===== src/rtl/pipelined_divider_vr.sv =====
// Pipelined restoring integer divider with valid/ready handshake.
// Signed or unsigned per operation, in-order results with a sideband tag,
// defined divide-by-zero results. Define DIVIDER_PERF_CNT_EN to add the
// perf_ops / perf_stall counters.
module pipelined_divider_vr #(
  parameter int WIDTH  = 32,
  parameter int STAGES = 8,
  parameter int TAG_W  = 4
) (
  input  logic             clk,
  input  logic             reset,
  input  logic             in_valid,
  output logic             in_ready,
  input  logic             in_signed,
  input  logic [WIDTH-1:0] in_dividend,
  input  logic [WIDTH-1:0] in_divisor,
  input  logic [TAG_W-1:0] in_tag,
  output logic             out_valid,
  input  logic             out_ready,
  output logic [WIDTH-1:0] out_quotient,
  output logic [WIDTH-1:0] out_remainder,
  output logic [TAG_W-1:0] out_tag,
  output logic             out_div_by_zero
`ifdef DIVIDER_PERF_CNT_EN
  ,
  output logic [31:0]      perf_ops,
  output logic [31:0]      perf_stall
`endif
);

  localparam int BASE_BITS = WIDTH / STAGES;
  localparam int LAST_BITS = BASE_BITS + (WIDTH % STAGES);
  localparam int NP        = (STAGES > 1) ? STAGES - 1 : 1;
  localparam int LS        = STAGES - 1;

  // Two's-complement negate when neg is set; used for operand magnitudes and result signs.
  function automatic logic [WIDTH-1:0] cond_negate(input logic [WIDTH-1:0] v, input logic neg);
    logic signed [WIDTH-1:0] sv;
    sv = v;
    return neg ? -sv : sv;
  endfunction

  logic advance;

  // Operand conditioning ahead of stage 0
  logic             sd, sv;
  logic [WIDTH-1:0] mag_dvd, mag_dvs;

  // Per-stage combinational results (index s = state after stage s)
  logic             valid_d [STAGES];
  logic [WIDTH:0]   rem_d   [STAGES];
  logic [WIDTH-1:0] qd_d    [STAGES];
  logic [WIDTH-1:0] dvs_d   [STAGES];
  logic [WIDTH-1:0] dvd_d   [STAGES];
  logic             qneg_d  [STAGES];
  logic             rneg_d  [STAGES];
  logic             dz_d    [STAGES];
  logic [TAG_W-1:0] tag_d   [STAGES];

  // Inter-stage registers; the last stage lands directly in the output registers
  logic             valid_q [NP];
  logic [WIDTH:0]   rem_q   [NP];
  logic [WIDTH-1:0] qd_q    [NP];
  logic [WIDTH-1:0] dvs_q   [NP];
  logic [WIDTH-1:0] dvd_q   [NP];
  logic             qneg_q  [NP];
  logic             rneg_q  [NP];
  logic             dz_q    [NP];
  logic [TAG_W-1:0] tag_q   [NP];

  logic             out_valid_q, out_valid_d;
  logic [WIDTH-1:0] out_quotient_q, out_quotient_d;
  logic [WIDTH-1:0] out_remainder_q, out_remainder_d;
  logic [TAG_W-1:0] out_tag_q, out_tag_d;
  logic             out_div_by_zero_q, out_div_by_zero_d;

  assign advance  = !out_valid_q || out_ready;
  assign in_ready = advance;

  // Sign extraction and operand magnitudes
  always_comb begin
    sd      = in_signed & in_dividend[WIDTH-1];
    sv      = in_signed & in_divisor[WIDTH-1];
    mag_dvd = cond_negate(in_dividend, sd);
    mag_dvs = cond_negate(in_divisor, sv);
  end

  // Restoring division, MSB first: each stage consumes its share of dividend bits
  always_comb begin
    logic [WIDTH:0]   rem;
    logic [WIDTH-1:0] qd;
    int               prev;
    int               nb;
    for (int s = 0; s < STAGES; s++) begin
      prev = (s > 0) ? s - 1 : 0;
      if (s == 0) begin
        valid_d[s] = in_valid;
        rem        = '0;
        qd         = mag_dvd;
        dvs_d[s]   = mag_dvs;
        dvd_d[s]   = in_dividend;
        qneg_d[s]  = sd ^ sv;
        rneg_d[s]  = sd;
        dz_d[s]    = (in_divisor == '0);
        tag_d[s]   = in_tag;
      end else begin
        valid_d[s] = valid_q[prev];
        rem        = rem_q[prev];
        qd         = qd_q[prev];
        dvs_d[s]   = dvs_q[prev];
        dvd_d[s]   = dvd_q[prev];
        qneg_d[s]  = qneg_q[prev];
        rneg_d[s]  = rneg_q[prev];
        dz_d[s]    = dz_q[prev];
        tag_d[s]   = tag_q[prev];
      end
      nb = (s == STAGES - 1) ? LAST_BITS : BASE_BITS;
      for (int b = 0; b < WIDTH; b++) begin
        if (b < nb) begin
          rem = {rem[WIDTH-1:0], qd[WIDTH-1]};
          qd  = {qd[WIDTH-2:0], 1'b0};
          if (rem >= {1'b0, dvs_d[s]}) begin
            rem   = rem - {1'b0, dvs_d[s]};
            qd[0] = 1'b1;
          end
        end
      end
      rem_d[s] = rem;
      qd_d[s]  = qd;
    end
  end

  // Sign and divide-by-zero fixup on the last stage's result; hold while stalled
  always_comb begin
    out_valid_d       = out_valid_q;
    out_quotient_d    = out_quotient_q;
    out_remainder_d   = out_remainder_q;
    out_tag_d         = out_tag_q;
    out_div_by_zero_d = out_div_by_zero_q;
    if (advance) begin
      out_valid_d = valid_d[LS];
      if (valid_d[LS]) begin
        out_quotient_d    = dz_d[LS] ? '1 : cond_negate(qd_d[LS], qneg_d[LS]);
        out_remainder_d   = dz_d[LS] ? dvd_d[LS] : cond_negate(rem_d[LS][WIDTH-1:0], rneg_d[LS]);
        out_tag_d         = tag_d[LS];
        out_div_by_zero_d = dz_d[LS];
      end
    end
  end

  // Stage valid bits: cleared by reset so in-flight work is discarded
  always_ff @(posedge clk) begin
    if (reset) begin
      for (int s = 0; s < NP; s++) valid_q[s] <= 1'b0;
    end else if (advance) begin
      for (int s = 0; s < STAGES - 1; s++) valid_q[s] <= valid_d[s];
    end
  end

  // Stage data registers shift with the valid bits
  always_ff @(posedge clk) begin
    if (advance) begin
      for (int s = 0; s < STAGES - 1; s++) begin
        rem_q[s]  <= rem_d[s];
        qd_q[s]   <= qd_d[s];
        dvs_q[s]  <= dvs_d[s];
        dvd_q[s]  <= dvd_d[s];
        qneg_q[s] <= qneg_d[s];
        rneg_q[s] <= rneg_d[s];
        dz_q[s]   <= dz_d[s];
        tag_q[s]  <= tag_d[s];
      end
    end
  end

  // Output registers, zeroed by reset
  always_ff @(posedge clk) begin
    if (reset) begin
      out_valid_q       <= 1'b0;
      out_quotient_q    <= '0;
      out_remainder_q   <= '0;
      out_tag_q         <= '0;
      out_div_by_zero_q <= 1'b0;
    end else begin
      out_valid_q       <= out_valid_d;
      out_quotient_q    <= out_quotient_d;
      out_remainder_q   <= out_remainder_d;
      out_tag_q         <= out_tag_d;
      out_div_by_zero_q <= out_div_by_zero_d;
    end
  end

  assign out_valid       = out_valid_q;
  assign out_quotient    = out_quotient_q;
  assign out_remainder   = out_remainder_q;
  assign out_tag         = out_tag_q;
  assign out_div_by_zero = out_div_by_zero_q;

`ifdef DIVIDER_PERF_CNT_EN
  logic [31:0] perf_ops_q, perf_ops_d;
  logic [31:0] perf_stall_q, perf_stall_d;

  // Completed-result and back-pressure cycle counts, wrapping naturally
  always_comb begin
    perf_ops_d   = perf_ops_q + ((out_valid_q && out_ready) ? 32'd1 : 32'd0);
    perf_stall_d = perf_stall_q + ((out_valid_q && !out_ready) ? 32'd1 : 32'd0);
  end

  // Counter registers
  always_ff @(posedge clk) begin
    if (reset) begin
      perf_ops_q   <= '0;
      perf_stall_q <= '0;
    end else begin
      perf_ops_q   <= perf_ops_d;
      perf_stall_q <= perf_stall_d;
    end
  end

  assign perf_ops   = perf_ops_q;
  assign perf_stall = perf_stall_q;
`endif

endmodule

===== config.mk =====
export PLATFORM = sky130hd
export DESIGN_NAME = pipelined_divider_vr
export DESIGN_NICKNAME = d
export VERILOG_FILES = /design/src/rtl/pipelined_divider_vr.sv
export SDC_FILE = /design/constraint.sdc
export NUM_CORES = 2
export LEC_CHECK = 0
export BUFFER_PORTS_ARGS = -buffer_cell sky130_fd_sc_hd__buf_4
export CORE_MARGIN = 2
export CORE_UTILIZATION = 40
export DETAILED_ROUTE_END_ITERATION = 16
export GPL_ROUTABILITY_DRIVEN = 0
export SKIP_LAST_GASP = 1
export SLEW_MARGIN = 20
export SYNTH_ARGS = -nofsm -noshare
export SYNTH_HDL_FRONTEND = slang
export SYNTH_SLANG_ARGS = --single-unit

===== constraint.sdc =====
create_clock -name clk -period 62.3 [get_ports clk]
set_input_delay 6.23 -clock clk [delete_from_list [all_inputs] [get_ports clk]]
set_output_delay 6.23 -clock clk [all_outputs]
set_load 0.005 [all_outputs]

==> impl_metrics.ini <==
[clock_network]
cts_tree = built
h-tree-depth = 3
cts_buffers = 109
cts_resized = 0
post_cts_buffers = 0
cts_hold_buf = 0
ctsLongestPathBuffers = 3
clk_latency_ns = 0.80
clkTransAtPathRegs_ns = 0.06
cts_sinks = 1015
clockRootBuffer = clkbuf_16

[timing]
fin_crit_ns = 23.15
max_freq_mhz = 43.20
post-route-period-util = 0.3716
fin_skew_ns = 0.07610
setup_violations = 0
rsz0062_at_grt = no
worst_pin_slew_ns = 1.154
finalHoldViolCount = 0
slew_headroom = 0.2106
setup_slack_ns = 39.15
setup_tns_ns = 0
drv_slew = 0

[yosys]
syn_inst = 10210
synth_warnings = 0
synth_top_area_share = 0.3045
ys_seq_elements = 1015
syn_area_um2 = 93200
synth_async_sr_flop_share = 0
synth_cell_type_count = 124
synth_edf_count = 945
ys_top_cells_by_area = edfxtp_1 30%, ha_1 13%, xnor2_1 5.5%
synth.most_common_cell = ha_1
yosys.area.top_type = edfxtp_1
synth_fp_nets = 11310
avgSynthCellArea_um2 = 9.129
ys.flop_type = edfxtp_1
synth_seq_area_share = 0.3195
ys_top_cells_by_count = 998 x ha_1, 945 x edfxtp_1, 895 x a21oi_1

[placed_design]
dp_hpwl_um = 237700
pre_cts_ws_ns = 38.88
portBuffers = 143

[global_routing]
grt_max_degree = 181
grt_use_total = 0.2388
gr-total-overflow = 0
grt_pass1_vias = 74850
grt_pass1_wl_um = 443500
antenna_found_initial = 7

[critical_path]
cpMostUsedCell = o21ai_0
crit_path_end = rem_q[0][2]
r2r_setup_slack_ns = 43.55
start_kind = input pin
critical_path.max_stage_delay_ns = 0.89
rr_worst_depth = 67
critPathKind = input pin to flop
worstPathRequired_ns = 62.81
rr_endpoint = rem_q[5][29]
worstPathArrival_ns = 23.66
rr_startpoint = dvs_q[4][1]
startpoint = in_dividend[5]
cp-end-kind = flop
path_max_fanout = 34
crit_slowest_cell = and2_2

[route]
highest_layer = met4
routed_wl_um = 295300
dr_total_vias = 79390
wirelength_met1_um = 127700
postRouteAntennaNets = 0
firstDrtPassIters = 6
wl_per_cell_um = 21.97
drc = 0
drt_first_iter_violations = 7044
wl_met3_um = 18100
wl_met2_um = 135600
vias_per_cell = 5.906

[cells_and_area]
synthToLayoutAreaGrowth_pct = 9.063
nets = 11400
layout-drive-gt1-share = 0.09579
seq_area_um2 = 29780
multi_input_area_um2 = 60070
post-route-util = 0.4379
n_fill_cell = 22120

[flow_run]
max_cap_viol_count = 0

[floorplanning]
die_x_um = 486.7
core.rowCount = 177
die_area_um2 = 236900
die_h_um = 486.7
core_area_um2 = 232100
io_pins = 144
start_util = 0.4015

[run_status]
status = finished clean

[min_path]
hold_class = flop to flop
-- logic make-up (layout without fill, tap and decap cells) --
family / count (synthesis) / after routing / synth area share
xor gates and xnor gates: 891 / 891 / 0.08373
muxes: 551 / 551 / 0.06619
buffers and inverters: 883 / 1072 / 0.03697
and+or+nand+nor: 2833 / 2833 / 0.1462
DFF: 1015 / 1015 / 0.3195
adders and majority gates: 1029 / 1029 / 0.1406
AOI/OAI and AO/OA: 3007 / 3007 / 0.2067
other: 0 / 1 / 0
-- worst min-delay path by stage --
stage | start | endpoint | depth (start not counted)
finish | dvd_q[3][4] | dvd_q[4][4] | 0
detailed placement | dvd_q[1][17] | dvd_q[2][17] | 0
floorplan | dvd_q[0][0] | dvd_q[1][0] | 0
global route | dvd_q[3][17] | dvd_q[4][17] | 0
CTS | dvd_q[3][4] | dvd_q[4][4] | 0
global placement | dvd_q[2][1] | dvd_q[3][1] | 0
-- metal layers --
layer | track usage | vias up
li1 | - | 38070
met1 | 0.3157 | 38100
met2 | 0.3917 | 2665
met3 | 0.03010 | 555
met4 | 0.1028 | 0
met5 | 0 | -
-- worst max-delay path: cells and delay by family --
kind / cells / cell delay, ns
AO/OA/AOI/OAI: 32 / 7.98
AND/OR/NAND/NOR: 17 / 4.60
adder cells (fa/ha/maj): 5 / 1.68
multiplexers: 4 / 1.70
buffers and inverters: 6 / 1.38
-- placed cells by master (no fill, tap or decap), types with 54 or more instances in the layout --
cell	count
xnor2_1	586
o21ai_0	673
mux2i_1	115
dfxtp_1	70
nor2_1	691
or2_2	56
a21boi_0	80
nor2b_1	151
nand2b_1	141
a21o_1	413
nand4_1	151
edfxtp_1	945
nor4_1	63
and3_1	109
o211ai_1	63
xor2_1	305
nor3_1	201
clkbuf_16	109
nand2_1	858
and2_1	54
a211oi_1	70
a21oi_1	895
o31ai_1	72
mux2_2	406
nand3_1	188
buf_4	206
o21a_1	113
a31oi_1	110
ha_1	998
or3_1	58
o21bai_1	123
inv_1	643
-- final cells by class --
class                   instances  area share
clock inverters                78     0.01043
repair buffers                209     0.01588
well taps                    3043     0.03746
diodes                          1  0.00002462
flip-flops and latches       1015      0.2930
multi-input cells            8311      0.5910
clock buffers                 129     0.02787
inverters                     656     0.02435
-- sequential cells by signal, summed over array words and instances (netlist names) --
name and count:
tag_q 28, out_valid 1, out_div_by_zero 1, dvd_q 223, qd_q 218, out_quotient 32
qneg_q 7, dz_q 7, out_remainder 32, dvs_q 224, rem_q 224, valid_q 7
rneg_q 7, out_tag 4
-- stage by stage --
step | std cells | area (um^2) | hold slack (ns)
3_3_place_gp | 13230 | 97690 | 0.4002
4_1_cts | 13440 | 101600 | 0.3941
6_report | 13440 | 101600 | 0.3904
3_5_place_dp | 13230 | 97690 | 0.4045
2_1_floorplan | 10210 | 93200 | 0.4003
5_1_grt | 13440 | 101600 | 0.4058
Power is left out: the tool's default activity adds up to more than one toggle a clock period on the data nets, which glitch-free logic cannot reach.
